**config.mk**
```make
export PLATFORM = sky130hd
export DESIGN_NAME = local_port_ejector
export DESIGN_NICKNAME = d
export VERILOG_FILES = /design/src/rtl/local_port_ejector.sv
export SDC_FILE = /design/constraint.sdc
export NUM_CORES = 1
export LEC_CHECK = 0
export CAP_MARGIN = 25
export CORE_MARGIN = 3
export CORE_UTILIZATION = 33
export DETAILED_ROUTE_END_ITERATION = 10
export GPL_ROUTABILITY_DRIVEN = 0
export PLACE_DENSITY = 0.61
export SLEW_MARGIN = 5
export SYNTH_ARGS = -nofsm -noshare
export SYNTH_HDL_FRONTEND = slang
export SYNTH_SLANG_ARGS = --single-unit
```
**constraint.sdc**
```tcl
create_clock -name clk -period 10.1 [get_ports clk]
set_input_delay 2.02 -clock clk [delete_from_list [all_inputs] [get_ports clk]]
set_output_delay 2.02 -clock clk [all_outputs]
set_load 0.03 [all_outputs]
```
**src/rtl/local_port_ejector.sv**
```systemverilog
// Receive-side NI for a router local port: FWFT flit FIFO, wormhole head/tail tagging,
// destination check and traffic statistics, with registered buffer_on flow control.
//
// state  | meaning
// S_HEAD | next accepted flit starts a packet
// S_BODY | mid-packet; r_idx is the index of the next accepted flit
module local_port_ejector #(
  parameter int         BUFFER_SIZE      = 8,
  parameter int         FLITS_PER_PACKET = 4,
  parameter logic [1:0] X_CURRENT        = 2'b01,
  parameter logic [1:0] Y_CURRENT        = 2'b01
) (
  input  logic        clk,
  input  logic        rst,
  input  logic [63:0] flit_in,
  input  logic        valid_in,
  output logic        buffer_on_out,
  output logic [63:0] pe_flit,
  output logic        pe_valid,
  output logic        pe_head,
  output logic        pe_tail,
  input  logic        pe_ready,
  output logic [15:0] pkt_count,
  output logic [15:0] flit_count,
  output logic [7:0]  misroute_count,
  output logic        overflow_err
);

  localparam int PTR_W = $clog2(BUFFER_SIZE);
  localparam int CNT_W = PTR_W + 1;
  localparam int IDX_W = (FLITS_PER_PACKET > 1) ? $clog2(FLITS_PER_PACKET) : 1;
  localparam logic [CNT_W-1:0] FULL_CNT = CNT_W'(BUFFER_SIZE);
  localparam logic [CNT_W-1:0] ON_LIMIT = CNT_W'(BUFFER_SIZE - 2);
  localparam logic [IDX_W-1:0] LAST_IDX = IDX_W'(FLITS_PER_PACKET - 1);

  typedef enum logic {S_HEAD, S_BODY} state_t;

  logic [65:0]      r_mem [BUFFER_SIZE];
  logic [PTR_W-1:0] r_wr_ptr, r_rd_ptr;
  logic [CNT_W-1:0] r_count, w_count_nxt;
  state_t           r_state, w_state_nxt;
  logic [IDX_W-1:0] r_idx, w_idx_nxt;
  logic             w_push, w_pop, w_full;
  logic             w_tag_head, w_tag_tail, w_misroute;

  assign pe_valid = (r_count != '0);
  assign w_full   = (r_count == FULL_CNT);
  assign w_pop    = pe_valid & pe_ready;
  // A full FIFO still accepts a flit when the PE frees a slot in the same cycle.
  assign w_push   = valid_in & (~w_full | w_pop);

  assign pe_flit  = r_mem[r_rd_ptr][63:0];
  assign pe_head  = pe_valid & r_mem[r_rd_ptr][65];
  assign pe_tail  = pe_valid & r_mem[r_rd_ptr][64];

  always_comb begin
    w_state_nxt = r_state;
    w_idx_nxt   = r_idx;
    w_tag_head  = 1'b0;
    w_tag_tail  = 1'b0;
    case (r_state)
      S_HEAD: begin
        w_tag_head = 1'b1;
        if (FLITS_PER_PACKET == 1) begin
          w_tag_tail = 1'b1;
        end else if (w_push) begin
          w_state_nxt = S_BODY;
          w_idx_nxt   = IDX_W'(1);
        end
      end
      S_BODY: begin
        if (r_idx == LAST_IDX) begin
          w_tag_tail = 1'b1;
          if (w_push) begin
            w_state_nxt = S_HEAD;
            w_idx_nxt   = '0;
          end
        end else if (w_push) begin
          w_idx_nxt = r_idx + 1'b1;
        end
      end
      default: w_state_nxt = S_HEAD;
    endcase
  end

  assign w_misroute = w_push & w_tag_head &
                      ((flit_in[63:62] != X_CURRENT) | (flit_in[61:60] != Y_CURRENT));

  always_comb begin
    w_count_nxt = r_count;
    case ({w_push, w_pop})
      2'b10:   w_count_nxt = r_count + 1'b1;
      2'b01:   w_count_nxt = r_count - 1'b1;
      default: w_count_nxt = r_count;
    endcase
  end

  always_ff @(posedge clk) begin
    if (w_push) r_mem[r_wr_ptr] <= {w_tag_head, w_tag_tail, flit_in};
  end

  always_ff @(posedge clk) begin
    if (rst) begin
      r_state        <= S_HEAD;
      r_idx          <= '0;
      r_wr_ptr       <= '0;
      r_rd_ptr       <= '0;
      r_count        <= '0;
      buffer_on_out  <= 1'b0;
      pkt_count      <= '0;
      flit_count     <= '0;
      misroute_count <= '0;
      overflow_err   <= 1'b0;
    end else begin
      r_state       <= w_state_nxt;
      r_idx         <= w_idx_nxt;
      r_count       <= w_count_nxt;
      buffer_on_out <= (w_count_nxt <= ON_LIMIT);
      if (w_push) begin
        r_wr_ptr   <= r_wr_ptr + 1'b1;
        flit_count <= flit_count + 1'b1;
      end
      if (w_pop)                    r_rd_ptr       <= r_rd_ptr + 1'b1;
      if (w_push && w_tag_tail)     pkt_count      <= pkt_count + 1'b1;
      if (w_misroute && misroute_count != 8'hFF)
                                    misroute_count <= misroute_count + 1'b1;
      if (valid_in && !w_push)      overflow_err   <= 1'b1;
    end
  end

endmodule

```
## Word level (Yosys, flattened, before mapping)

Memory sizes are Yosys's and may differ from the RTL's. A register that Yosys moved wholly into a read port is not among the register bits.
Cells that the tools add are included.

- Add/sub/neg operators: 8
- Magnitude comparators: 1
- Mux-type cells: 16
- Bitwise gates (word level): 10
- Reduce and logical (&&, ||, !) cells: 6
- Equality and inequality tests: 9

Operator list:

| cell | number |
|---|---|
| 16-bit by 1-bit adder with 16-bit output (second input constant) | 2 |
| 8-bit by 1-bit adder with 8-bit output (second input constant) | 1 |
| 2-bit two-way mux | 4 |
| 8-bit != test (second input constant) | 1 |
| 4-bit case mux with 2 select lines | 1 |
| 1-bit two-way mux | 7 |
| 3-bit by 1-bit adder with 3-bit output (second input constant) | 2 |
| 1-bit bitwise AND | 6 |
| 3-bit two-way mux | 2 |
| 2-bit by 1-bit != test with 1-bit output (second input constant) | 3 |
| 4-bit by 1-bit adder with 4-bit output (second input constant) | 1 |
| 2-bit == test (second input constant) | 2 |
| 4-bit == test (second input constant) | 1 |
| 4-bit by 3-bit <= comparator with 1-bit output (second input constant) | 1 |
| 2-bit case mux with 2 select lines | 1 |
| 4-bit nonzero test | 1 |
| 4-bit by 1-bit subtractor with 4-bit output (second input constant) | 1 |
| 1-bit logical AND | 3 |
| 2-bit by 1-bit adder with 2-bit output (second input constant) | 1 |
| 2-bit by 1-bit == test with 1-bit output (second input constant) | 1 |
| 2-bit != test (second input constant) | 1 |
| 1-bit inverter | 2 |
| 1-bit bitwise OR | 2 |
| 1-bit case mux with 2 select lines | 1 |
| 2 further kinds | 2 |

- Memories: 1
- Bits in writable memories: 528
- Output and inout bits: 109
- Flip-flop bits (word level): 55
- Logic and storage cells: 61

Memory list:

| name | depth | bits a word | read ports | clocked after memory_dff | write ports | line | RTL |
|---|---|---|---|---|---|---|---|
| r_mem | 8 | 66 | 1 | 1 | 1 | 38 | `logic [65:0] r_mem [BUFFER_SIZE];` |

## Longest topological paths before layout

Gate-level depths: netlist of run 1.

- Depth after elaboration: 7
- Mapped depth: 8

## Worst setup path after synthesis of run 1

Ideal clock, no wire load.

- Path type: in2reg
- Start point: input port pe_ready
- End point: memory r_mem[0][0] (enable)
- Data required time: 9.447 ns
- Buffers on the path: 0
- Setup slack: 0.730 ns
- Arrival: 8.717 ns
- Stages on the path: 3
- Cell sequence: nand2b_1 -> o21ai_1 -> nor4_1

- Longest elaborated chain between the ends: 5

Ends and longest elaborated chain:

| element | line | RTL |
|---|---|---|
| from (decl) | 22 | `input logic pe_ready,` |
| 1-bit bitwise AND | 48 | `assign w_pop = pe_valid & pe_ready;` |
| 1-bit bitwise OR | 50 | `assign w_push = valid_in & (~w_full \| w_pop);` |
| 1-bit bitwise AND | 50 |  |
| 1-bit two-way mux | 99 | `if (w_push) r_mem[r_wr_ptr] <= {w_tag_head, w_tag_tail, flit_in};` |
| 1-bit two-way mux (implied by the code) | 99 |  |
| to (decl) | 38 |  |

Every way passes these cells.

==> impl_metrics.tcl, run 1 <==
set metrics [dict create \
    first_global_vias 11600 \
    p_comb_share_pct 21.2 \
    yosysWarnings 0 \
    grt_pass1_wl_um 70400 \
    fillers 5914 \
    clk_path_buf_depth 3 \
    rsz0062_at_grt "false" \
    worstPathArrival_ns 3.76 \
    htree_levels 2 \
    tightest_slew_ns 0.958 \
    path_class "flop to primary output" \
    dp_cells 2096 \
    leakagePower_nw 8.44 \
    ys_seq_area_share_pct 75.8 \
    grt_max_degree 63 \
    grt_use_total_pct 13.1 \
    drtAntennaViolNets 0 \
    synth-edff-count 528 \
    coreArea_um2 67300 \
    hold_viol_final 0 \
    worstRegToRegCells 5 \
    syn_inst 1074 \
    fin_crit_sh_pct 57.2 \
    whs_path_depth 2 \
    numCtsBuffers 60 \
    slew_viol_final 0 \
    nets 1364 \
    synth.avg_cell_area_um2 20.9 \
    final_util_pct 40.6 \
    netlist_area_um2 22500 \
    skew_ns 0.0150 \
    grt_overflow 0 \
    area_growth_pct 21.5 \
    drcViolationCount 0 \
    stdcell_count 2210 \
    row_count 95 \
    end_kind "primary output" \
    dieWidth_um 267 \
    r2r_setup_slack_ns 6.79 \
    clock_latency_ns 0.61 \
    power_frac_seq_pct 45.1 \
    cp_max_fo 35 \
    reg2reg_to "r_mem[7][61]" \
    drtPass1Iterations 5 \
    vias 10700 \
    powerDensity_nw_per_um2 229 \
    place.detailed.hpwl_um 26400 \
    antenna_found_initial 4 \
    startpoint_type "flop" \
    drive_gt1_share_pct 24.1 \
    hold_path.class "flop to flop" \
    reg2reg_from "r_count[3]" \
    totalWireLength_um 46500 \
    cts_tree "done" \
    die_y_um 267 \
    fin_setup_tns_ns 0 \
    min-delay-start "r_idx[1]" \
    cts-resized-gates 0 \
    ys.flop_type "edfxtp_1" \
    switching_share_pct 26.2 \
    ir_drop_mv 0.128 \
    io_buffers 176 \
    drtIter0Drc 656 \
    routed_via_density 4.86 \
    postSynthRegisterBits 586 \
    clk_pin_slew_ns 0.06 \
    max-slew-margin-rel_pct 36.1 \
    async_flop_share_pct 0 \
    cp_data_required_time_ns 8.08 \
    synth.distinct_cells 48 \
    initial_core_util_pct 33.4 \
    p_clk_share_pct 33.7 \
    setup_violations 0 \
    routedWlPerCell_um 21.0 \
    p_switching_mw 1.64 \
    fmax_ghz 0.173 \
    dieArea_um2 71200 \
    p_int_mw 4.62 \
    outcome "complete, no violations" \
    cts-root-buf "clkbuf_16" \
    cts_sinks 586 \
    pin_count 177 \
    post_cts_buffers 0 \
    finalWorstPathRequiredPeriod_ns 5.78 \
    synth_nets 1151 \
    min_to "r_idx[1]" \
    maxCapViolCount 0 \
    postCtsHoldBufs 0 \
]
==> worst max path at each step <==
stage / to / from / slack, ns
after detailed placement: r_mem[7][58] / valid_in / 4.34
after global placement: r_mem[7][59] / valid_in / 3.79
after global routing: pe_flit[27] / flop / 3.99
after CTS: pe_flit[6] / flop / 3.98
after floorplan: r_mem[0][0] / pe_ready / 0.73
final: pe_flit[28] / flop / 4.32
==> cell type report <==
cell class / instances / area (µm²) / share of cell area, %
Tap cell: 873 / 1090 / 4.00
Multi-Input combinational cell: 431 / 5250 / 19.2
Inverter: 10 / 37.5 / 0.138
Antenna cell: 3 / 7.51 / 0.0275
Clock inverter: 28 / 244 / 0.894
Timing Repair Buffer: 198 / 1990 / 7.31
Sequential cell: 586 / 17000 / 62.4
Clock buffer: 81 / 1630 / 5.98
==> state kept, by name, indices dropped and copies added, names as in the netlist, named ones only <==
register,cells
r_mem,528
flit_count,16
pkt_count,16
misroute_count,8
r_count,4
r_rd_ptr,3
r_wr_ptr,3
r_idx,2
buffer_on_out,1
overflow_err,1
r_state,1
==> Yosys cell counts, types with 2 or more instances <==
cell type / number / area, µm²
nand3_1: 11 / 55.1
a21oi_1: 11 / 55.1
a21oi_2: 2 / 17.5
ha_1: 8 / 100
nand2_1: 24 / 90.1
a31oi_1: 2 / 12.5
buf_1: 4 / 15.0
dfxtp_1: 58 / 1160
nor2b_1: 5 / 31.3
nor3_1: 12 / 60.1
clkbuf_1: 24 / 90.1
nor4b_1: 2 / 17.5
nor2_1: 51 / 191
nand4_1: 11 / 68.8
buf_2: 18 / 90.1
inv_1: 10 / 37.5
a211oi_1: 3 / 22.5
or3_1: 6 / 37.5
mux2i_1: 6 / 60.1
xor2_1: 19 / 166
and4_1: 3 / 26.3
edfxtp_1: 528 / 15900
o21ai_0: 7 / 35.0
and3_1: 6 / 37.5
xnor2_1: 18 / 158
mux4_2: 132 / 2970
o21ai_1: 2 / 10.0
and2_1: 2 / 12.5
mux2_2: 64 / 721
nand2b_1: 4 / 25.0
nor4_1: 4 / 25.0
==> layout by cell type, fill, tap and decap left out, types with 8 or more instances in the layout <==
cell type        Yosys  layout
a21oi_1             11      11
buf_4                1      18
clkbuf_1            24      17
clkbuf_16            0      61
clkdlybuf4s50_1      0     175
clkinv_2             0      13
dfxtp_1             58      55
edfxtp_1           528     528
ha_1                 8       8
inv_1               10      10
mux2_2              64      64
mux4_2             132     132
nand2_1             24      24
nand3_1             11      11
nand4_1             11      11
nor2_1              51      48
nor3_1              12       8
xnor2_1             18      18
xor2_1              19      19
==> power groups by stage <==
| stage | clock (mW) | combinational, mW | sequential, mW |
|---|---|---|---|
| 2_1_floorplan | 0 | 0.919 | 2.84 |
| 3_3_place_gp | 0 | 1.33 | 2.87 |
| 3_5_place_dp | 0 | 1.34 | 2.88 |
| 4_1_cts | 2.17 | 1.35 | 2.83 |
| 5_1_grt | 2.27 | 1.43 | 2.84 |
| 6_report | 2.11 | 1.33 | 2.82 |
==> critical path: stages (launching register included) <==
cell             delay [ns]
dfxtp_4                0.82
buf_4                  0.50
buf_16                 0.31
mux4_2                 0.54
mux2_2                 0.32
clkdlybuf4s50_1        0.61
==> metrics by stage <==
step	cell area [µm²]	hold WS, ns	worst slack [ns]	power (mW)
finish	27300	0.465	4.32	6.26
global route	27300	0.500	3.99	6.54
CTS	27200	0.469	3.98	6.35
detailed placement	25400	0.461	4.34	4.22
global placement	25300	0.442	3.79	4.20
floorplan	22500	0.436	0.730	3.76
==> layer usage <==
metal | vias up | global-route usage, % | wire [µm] | share of wire (%)
li1 | 4819 | - | - | -
met1 | 5667 | 17.2 | 20400 | 44
met2 | 203 | 21.8 | 22800 | 49
met3 | 55 | 3.44 | 2540 | 5.5
met4 | 2 | 2.96 | 753 | 1.6
met5 | - | 0 | 13 | 0.028
==> cell families (layout without fill, tap and decap cells) <==
group | Yosys count | count (layout) | share of synthesized area, %
multiplexers | 202 | 202 | 16.7
AND/OR/NAND/NOR | 146 | 146 | 3.23
flip-flops | 586 | 586 | 75.8
adder cells (fa/ha/maj) | 9 | 9 | 0.535
buffers and inverters | 57 | 317 | 1.07
AO/OA/AOI/OAI | 37 | 37 | 1.23
XOR/XNOR | 37 | 37 | 1.44
other | 0 | 3 | 0
No activity file was read; power rests on OpenSTA's default activity.
==> run 2: changes to the inputs <==
Settings changed: PLACE_DENSITY 0.61 to 0.63.
Clock period 10.1 ns to 4.9 ns, I/O delays scaled along.
==> impl_metrics.tcl, run 2 (synthesis results as in run 1) <==
set metrics [dict create \
    startpoint_type "flop" \
    hold_path.class "flop to flop" \
    critPathSlowestCell "dfxtp_4" \
    drive_gt1_share_pct 24.2 \
    maxCapViolCount 0 \
    place.detailed.hpwl_um 24700 \
    routed_via_density 4.87 \
    dieArea_um2 71200 \
    cts-root-buf "clkbuf_16" \
    mostFrequentLayoutCell "edfxtp_1" \
    reg2reg_from "r_count[0]" \
    end_kind "primary output" \
    cp_data_required_time_ns 3.92 \
    grt_use_total_pct 13.1 \
    io_buffers 176 \
    slew_viol_final 0 \
    grt_max_degree 67 \
    numCtsBuffers 61 \
    finalWorstPathRequiredPeriod_ns 4.09 \
    max_stage_delay_ns 0.78 \
    clk_path_buf_depth 3 \
    die_y_um 267 \
    ir_drop_mv 0.283 \
    powerDensity_nw_per_um2 477 \
    nets 1363 \
    final_util_pct 40.8 \
    fillers 5921 \
    area_growth_pct 22.4 \
    postCtsHoldBufs 0 \
    pin_count 177 \
    setup_violations 0 \
    top_regs "r_mem (528), flit_count (16), pkt_count (16)" \
    cts_sinks 586 \
    fin_crit_sh_pct 83.5 \
    crit_chain "buf_12, mux4_2, mux2_2, clkdlybuf4s50_1" \
    drtAntennaViolNets 0 \
    dieWidth_um 267 \
    regMostFlops "r_mem" \
    htree_levels 2 \
    path_class "flop to primary output" \
    cp_max_fo 52 \
    hold_ws_ns 0.465 \
    drtIter0Drc 665 \
    leakagePower_nw 8.50 \
    coreArea_um2 67300 \
    fmax_ghz 0.244 \
    initial_core_util_pct 33.4 \
    cts_tree "done" \
    antenna_found_initial 4 \
    drtPass1Iterations 5 \
    grt_overflow 0 \
    row_count 95 \
    first_global_vias 11700 \
    totalWireLength_um 46500 \
    grt_pass1_wl_um 70900 \
    cts-resized-gates 0 \
    clk_pin_slew_ns 0.06 \
    routedWlPerCell_um 21.1 \
    drcViolationCount 0 \
    post_cts_buffers 0 \
    largest_reg_flops 528 \
    outcome "complete, no violations" \
    final_cell_mix "528 x edfxtp_1, 175 x clkdlybuf4s50_1, 132 x mux4_2" \
    tightest_slew_ns 0.941 \
    max-slew-margin-rel_pct 37.2 \
    vias 10700 \
    worstPathArrival_ns 3.11 \
    min-delay-start "r_idx[1]" \
    skew_ns 0.0203 \
    rsz0062_at_grt "false" \
    hold_viol_final 0 \
    clock_latency_ns 0.64 \
]
==> run 2: changes by cell type in the layout (fill, tap and decap cells not counted), moves of 2 or more <==
cell	change
buf_12	+10
buf_16	-3
buf_4	-9
bufinv_16	+2
clkbuf_1	-5
clkinv_1	+2
clkinv_2	-7
clkinv_4	+3
diode_2	-2
==> run 2: worst max-delay path: cells and delay by family, from the launching register on <==
family,cells,cell delay [ns]
DFF,1,0.78
buffers and inverters,2,0.99
muxes,2,0.68
==> run 2: per-layer routing <==
layer / vias to the layer above / global-route usage, % / wire [µm]
li1: 4828 / - / -
met5: - / 0 / 43
met3: 76 / 3.35 / 2840
met2: 257 / 21.9 / 22800
met4: 6 / 3.54 / 973
met1: 5579 / 17.2 / 19800
==> run 2: layout make-up <==
type | instances | area, µm² | area share, %
clock buffer | 78 | 1640 | 5.98
timing repair buffer | 196 | 2040 | 7.44
sequential | 586 | 17000 | 62.0
clock inverter | 31 | 369 | 1.34
antenna | 1 | 2.50 | 0.00911
multi-input combinational | 431 | 5260 | 19.1
tap | 873 | 1090 | 3.98
inverter | 10 | 37.5 | 0.137
==> run 2: report_power, final <==
group	internal [mW]	leakage, nW	switching, mW
logic	1.32	2.25	1.43
clock network	2.69	0.976	1.90
registers	5.66	5.28	0.120
==> run 2: path summary, 6_finish.rpt <==
check,to,slack [ns],depth (start not counted)
setup / recovery,pe_flit[10],0.81,4
hold / removal,r_idx[1],0.46,2
setup reg to reg,r_mem[6][28],2.31,6
hold reg to reg,r_idx[1],0.46,2
==> run 2: through the flow <==
step	cell area, µm²	worst slack [ns]	cells	setup TNS, ns	total power [mW]
5_1_grt	27500	0.627	2205	0	13.7
3_5_place_dp	25400	1.01	2095	0	8.70
4_1_cts	27500	0.689	2204	0	13.3
2_1_floorplan	22500	-1.65	1074	-370.00	7.75
6_report	27500	0.807	2206	0	13.1
3_3_place_gp	25400	1.01	2095	0	8.66
